[src/rtl/vga_timing_gen.sv]
// rtl/vga_timing_gen.sv - VGA raster timing: pixel divider, h/v counters, syncs, video-on, frame tick.
// `define VGA_FRAME_COUNT_EN to add the 8-bit oFrameCount output.
module vga_timing_gen #(
  parameter int   CLK_DIV     = 2,
  parameter int   H_VISIBLE   = 640,
  parameter int   H_FP        = 16,
  parameter int   H_SYNC      = 96,
  parameter int   H_BP        = 48,
  parameter int   V_VISIBLE   = 480,
  parameter int   V_FP        = 10,
  parameter int   V_SYNC      = 2,
  parameter int   V_BP        = 33,
  parameter logic SYNC_ACTIVE = 1'b0
) (
  input  logic       Clock,
  input  logic       Reset,
  output logic       oPixelTick,
  output logic [9:0] oColumn,
  output logic [9:0] oRow,
  output logic       oVideoOn,
  output logic       oHSync,
  output logic       oVSync,
  output logic       oFrameTick
`ifdef VGA_FRAME_COUNT_EN
  ,
  output logic [7:0] oFrameCount
`endif
);

  localparam int H_TOTAL = H_VISIBLE + H_FP + H_SYNC + H_BP;
  localparam int V_TOTAL = V_VISIBLE + V_FP + V_SYNC + V_BP;
  localparam int DW      = $clog2(CLK_DIV);

  localparam logic [DW-1:0] DIV_LAST = DW'(CLK_DIV - 1);
  localparam logic [9:0]    H_LAST   = 10'(H_TOTAL - 1);
  localparam logic [9:0]    V_LAST   = 10'(V_TOTAL - 1);
  localparam logic [9:0]    V_VIS    = 10'(V_VISIBLE);
  // Thresholds are 11 bits so a sync or porch edge at 1024 cannot wrap.
  localparam logic [10:0]   H_VIS_E  = 11'(H_VISIBLE);
  localparam logic [10:0]   V_VIS_E  = 11'(V_VISIBLE);
  localparam logic [10:0]   HS_START = 11'(H_VISIBLE + H_FP);
  localparam logic [10:0]   HS_END   = 11'(H_VISIBLE + H_FP + H_SYNC);
  localparam logic [10:0]   VS_START = 11'(V_VISIBLE + V_FP);
  localparam logic [10:0]   VS_END   = 11'(V_VISIBLE + V_FP + V_SYNC);

  logic [DW-1:0] div_q, div_d;
  logic          ptick_q, ptick_d;
  logic [9:0]    col_q, col_d;
  logic [9:0]    row_q, row_d;
  logic          video_q, video_d;
  logic          hsync_q, hsync_d;
  logic          vsync_q, vsync_d;
  logic          ftick_q, ftick_d;

  // Decodes are taken from the next coordinates so every output register
  // always describes the same pixel as oColumn/oRow.
  always_comb begin
    div_d   = (div_q == DIV_LAST) ? '0 : div_q + DW'(1);
    ptick_d = (div_d == DIV_LAST);
    col_d   = col_q;
    row_d   = row_q;
    if (ptick_q) begin
      if (col_q == H_LAST) begin
        col_d = '0;
        row_d = (row_q == V_LAST) ? '0 : row_q + 10'd1;
      end else begin
        col_d = col_q + 10'd1;
      end
    end
    video_d = ({1'b0, col_d} < H_VIS_E) && ({1'b0, row_d} < V_VIS_E);
    hsync_d = (({1'b0, col_d} >= HS_START) && ({1'b0, col_d} < HS_END)) ? SYNC_ACTIVE : ~SYNC_ACTIVE;
    vsync_d = (({1'b0, row_d} >= VS_START) && ({1'b0, row_d} < VS_END)) ? SYNC_ACTIVE : ~SYNC_ACTIVE;
    ftick_d = ptick_q && (col_d == 10'd0) && (row_d == V_VIS);
  end

  always_ff @(posedge Clock) begin
    if (Reset) begin
      div_q   <= '0;
      ptick_q <= 1'b0;
      col_q   <= H_LAST;
      row_q   <= V_LAST;
      video_q <= 1'b0;
      hsync_q <= ~SYNC_ACTIVE;
      vsync_q <= ~SYNC_ACTIVE;
      ftick_q <= 1'b0;
    end else begin
      div_q   <= div_d;
      ptick_q <= ptick_d;
      col_q   <= col_d;
      row_q   <= row_d;
      video_q <= video_d;
      hsync_q <= hsync_d;
      vsync_q <= vsync_d;
      ftick_q <= ftick_d;
    end
  end

  assign oPixelTick = ptick_q;
  assign oColumn    = col_q;
  assign oRow       = row_q;
  assign oVideoOn   = video_q;
  assign oHSync     = hsync_q;
  assign oVSync     = vsync_q;
  assign oFrameTick = ftick_q;

`ifdef VGA_FRAME_COUNT_EN
  logic [7:0] fcnt_q;

  always_ff @(posedge Clock) begin
    if (Reset) begin
      fcnt_q <= '0;
    end else if (ftick_q) begin
      fcnt_q <= fcnt_q + 8'd1;
    end
  end

  assign oFrameCount = fcnt_q;
`endif

endmodule

[config.mk]
export PLATFORM = sky130hd
export DESIGN_NAME = vga_timing_gen
export DESIGN_NICKNAME = d
export VERILOG_FILES = /design/src/rtl/vga_timing_gen.sv
export SDC_FILE = /design/constraint.sdc
export NUM_CORES = 1
export LEC_CHECK = 0
export CAP_MARGIN = 20
export CORE_UTILIZATION = 40
export CTS_BUF_LIST = sky130_fd_sc_hd__clkbuf_2
export CTS_CLUSTER_SIZE = 16
export DETAILED_ROUTE_END_ITERATION = 10
export PLACE_DENSITY = 0.66
export SYNTH_ARGS = -nofsm -noshare
export SYNTH_HDL_FRONTEND = slang
export SYNTH_SLANG_ARGS = --single-unit
[constraint.sdc]
create_clock -name Clock -period 2.15 [get_ports Clock]
set_input_delay 0.43 -clock Clock [delete_from_list [all_inputs] [get_ports Clock]]
set_output_delay 0.43 -clock Clock [all_outputs]
set_load 0.03 [all_outputs]
# Yosys cells after proc, flatten, opt, wreduce, memory -nomap -nowiden
# Cells that the tools add are included.
# Widths: inputs -> output; s select.
[classes]
n_mux = 7
order_cmp = 6
n_eq_ne = 3
addsub = 3
reduce_logical = 7
[op_table]
columns = ["op", "count"]
rows = [
  ["$mux 10", 5],
  ["$add 10x1->10 const B", 2],
  ["$eq 10x10->1 const B", 2],
  ["$lt 10x10->1 const B", 2],
  ["$lt 10x9->1 const B", 2],
  ["$eq 10x9->1 const B", 1],
  ["$ge 10x10->1 const B", 1],
  ["$ge 10x9->1 const B", 1],
  ["$logic_not 10->1", 1],
  ["$logic_and 1x1->1", 5],
  ["$mux 1", 2],
  ["$reduce_or 2->1", 1],
  ["$add 1x1->1 const B", 1],
]
[totals]
register_bits = 25
out_inout_bits = 25
word_cells = 33

# Logic depth before layout (Yosys ltp)
[depth]
ltp_word = 7
mapped_depth = 8
ltp_nobuf = 8

# Worst setup path before layout
# Ideal clock, no wire load.
[synth_timing]
kind = "reg-to-reg"
from = "reg col_q[0] (netlist: oColumn[0])"
to = "reg ftick_q (netlist: oFrameTick)"
path_buffers = 0
period_less_slack_ps = 2516
path_stages_with_launch = 8
t_arrival_ps = 2455
slack_ps = -366
cell_sequence = "dfxtp_1 -> ha_1 -> nand4bb_1 -> or4_4 -> or3_1 -> a21oi_1 -> nor4b_4 -> and4_1"
[synth_between]
elab_chain_cells = 6
word_cells_on_any_way = 10
classes_between = "1 x add/sub; 2 x eq/ne; 4 x mux; 3 x reduce/logical"
[synth_lines]
columns = ["item", "line_no", "text"]
rows = [
  ["start, declared", "48", "logic [9:0] col_q, col_d;"],
  ["start signal, assigned", "89", "col_q <= col_d;"],
  ["$add 10x1->10 or $eq 10x10->1 (tied branches)", "67, 63", ""],
  ["$mux 10", "63", "if (col_q == H_LAST) begin"],
  ["$mux 10", "62", "if (ptick_q) begin"],
  ["$logic_not 10->1", "73", "ftick_d = ptick_q && (col_d == 10'd0) && (row_d == V_VIS);"],
  ["$logic_and 1x1->1", "73", ""],
  ["$logic_and 1x1->1 (*)", "73", ""],
  ["end signal, assigned", "94", "ftick_q <= ftick_d;"],
  ["end, declared", "53", "logic ftick_q, ftick_d;"],
]
# Every way passes the cells marked *; elsewhere a longest branch is shown, timed or not.
# A chain may end at the register's enable or synchronous reset.

# Worst setup path after layout
[layout_timing]
from = "reg row_q[0] (netlist: oRow[0])"
to = "reg ftick_q (netlist: oFrameTick)"
[layout_between]
elab_chain_cells = 6
word_cells_on_any_way = 7
classes_between = "1 x add/sub; 2 x eq/ne; 3 x mux; 1 x reduce/logical"
[layout_lines]
columns = ["item", "line_no", "text"]
rows = [
  ["start, declared", "49", "logic [9:0] row_q, row_d;"],
  ["start signal, assigned", "90", "row_q <= row_d;"],
  ["$add 10x1->10 or $eq 10x10->1 (tied branches)", "65", "row_d = (row_q == V_LAST) ? '0 : row_q + 10'd1;"],
  ["$mux 10", "65", ""],
  ["$mux 10", "63", ""],
  ["$mux 10 (*)", "62", ""],
  ["$eq 10x9->1 (*)", "73", ""],
  ["$logic_and 1x1->1 (*)", "73", ""],
]
# Marks and branches as above.

==> qor.yml <==
tightestPinTransition_ps: 434
critPathArrivalTime_ps: 2650
synth_top_area_cell: "dfxtp_1"
ys.flop_type: "dfxtp_1"
synth_nets: 176
routed_wirelength_um: 4250
hold_path.class: "flop to flop"
diodes: 0
grt_overflow: 0
power_mw: 1.31
fillCellCount: 319
yosys_warnings: 0
htree_levels: 1
powerDensity_nw_per_um2: 626
regArea_um2: 532
fin_worst_skew_ps: 17.9
pre_cts_slack_ps: -90.5
num_rows: 21
tritoncts: "done"
cp-start-kind: "flop"
seq_area_frac_synth: 0.344
whs_ps: 591
setup_violations: 3
die_y_um: 62.3
timing.max_cap.violations: 0
numCtsBuffers: 3
grt_pass1_wl_um: 6930
vias: 1513
cts-root-buf: "clkbuf_2"
area_growth_pct: 44.4
r2r_start: "oRow[0]"
startpoint: "oRow[0]"
rsz0062_at_grt: "yes"
final_area_um2: 2100
failed_checks: "negative setup slack"
outcome: "finished with violations"
async_flop_share: 0
drive_gt1_frac: 0.313
netlist_instances: 171
path_class: "flop to flop"
leakage_nw: 0.790
nNetsFinal: 230
synth_top_area_frac: 0.344
required_ps: 2490
drt-pass1-iter-count: 4
ios: 27
multi_input_area_um2: 963
synth.area.top_cells: "dfxtp_1, xnor2_1, nand2_1"
finalNonFillerCells: 270
grt_util_met3: 0.0331
ys_ff_latch: 25
antenna_found_initial: 0
hold_violations: 0
crit_fanout: 6
syn_area_um2: 1460
place_inst: 260
first_global_vias: 1441
dieArea_um2: 3880
top_usage_layer: "met2"
drcViolationCount: 0
dp_hpwl_um: 3140
synth.distinct_cells: 48
ctsHoldBuffers: 0
fmax_ghz: 0.432
cts_sinks: 25
path_clk_slew_ps: 270
viasPerCell: 5.60
fin_tns_setup_ps: -330
drtIter0Drc: 81
numPortBuffers: 26
clock_latency_ps: 380
ant_nets: 0
use_met2: 0.356
utilization: 0.615
drt-wirelength-per-cell_um: 15.7
use_met1: 0.298
initial_core_util: 0.426
die_w_um: 62.3
synth_edf_count: 0
peakVddDrop_uv: 361
slew_violations: 0
fin_crit_sh: 1.08
slew_headroom: 0.709
placed_cell_area_um2: 1970
place_congestion: 0.899
crit_path_end_kind: "flop"
avgSynthCellArea_um2: 8.51
hold_path_startpoint: "oColumn[2]"
grt_max_degree: 16
core_area_um2: 3420
grt_usage: 0.223
finalCriticalPeriod_ps: 2310
worst_slack_ps: -165
clk_path_buf_depth: 2
repair_timing:
action                     in CTS  in global routing
resized for setup               5                 15
pin swaps                       7                 10
setup endpoints to repair       4                  7
buffers inserted                5                  1
critical path, stage by stage, from the launching register on:
cell      delay (ps)
dfxtp_4          420
inv_2             70
ha_4             110
or4b_4           470
nor4_4           390
nand2b_4         210
a21boi_4          60
nor4bb_1         300
and4_1           230
cells in the final DEF, fill, tap and decap left out, drive strengths merged, types with 3 or more instances in the layout:
cell type / Yosys / final
a21oi: 9 / 9
or3: 7 / 7
nand3: 8 / 8
nor3: 7 / 7
nand4: 7 / 7
dfxtp: 25 / 25
o21ai: 7 / 7
nand2: 14 / 14
nor4: 3 / 3
buf: 3 / 31
nor2: 11 / 11
nand2b: 5 / 5
nand3b: 3 / 3
ha: 3 / 3
inv: 8 / 9
clkdlybuf4s50: 0 / 24
clkbuf: 5 / 3
xnor2: 8 / 8
xor2: 4 / 4
cells by family (layout without fill, tap and decap cells):
group	count (synthesis)	after routing	share of synthesized area
AND/OR/NAND/NOR	79	79	0.337
AO/OA/AOI/OAI	35	35	0.161
flip-flops	25	25	0.344
buffers and inverters	16	69	0.0524
XOR/XNOR	12	12	0.0722
adder cells (fa/ha/maj)	3	3	0.0258
multiplexers	1	1	0.00774
layout make-up:
type                    instances  share of cell area
flip-flops and latches         25               0.253
multi-input cells             130               0.459
clock inverters                 1             0.00298
clock buffers                   3             0.00715
inverters                       8              0.0155
well taps                      46              0.0274
repair buffers                 57               0.235
routing by layer:
layer | vias to the layer above | share of wire | wire [um]
li1 | 733 | - | -
met3 | 8 | 0.033 | 140
met1 | 740 | 0.46 | 1970
met4 | 0 | 0.020 | 85
met2 | 32 | 0.48 | 2050
met5 | - | 0 | 0
report_power, final:
part	switching [mW]	internal (mW)	leakage (nW)	total, mW
Clock	0.161	0.0453	0.0169	0.206
Combinational	0.299	0.262	0.568	0.561
Sequential	0.0452	0.502	0.205	0.547
Total	0.506	0.809	0.790	1.31
state kept, by name (all words and copies together), names as in the netlist:
name	flops
oColumn	10
oRow	10
oFrameTick	1
oHSync	1
oPixelTick	1
oVSync	1
oVideoOn	1
synth_stat cells (4+ instances only):
library cell	n
dfxtp_1	25
inv_1	8
a21oi_1	9
nand3_1	8
nor2_1	11
xor2_1	4
o21ai_0	7
or3_1	7
nand4_1	7
xnor2_1	8
nand2_1	14
nand2b_1	5
clkbuf_1	5
nor3_1	7
final timing paths:
check	end	slack, ps	depth (start not counted)
worst max-delay path	oFrameTick	-160	8
worst min-delay path	oColumn[2]	590	2
worst max register to register	oFrameTick	-160	8
worst min register to register	oColumn[2]	590	2
(Power assumes the default switching activity.)
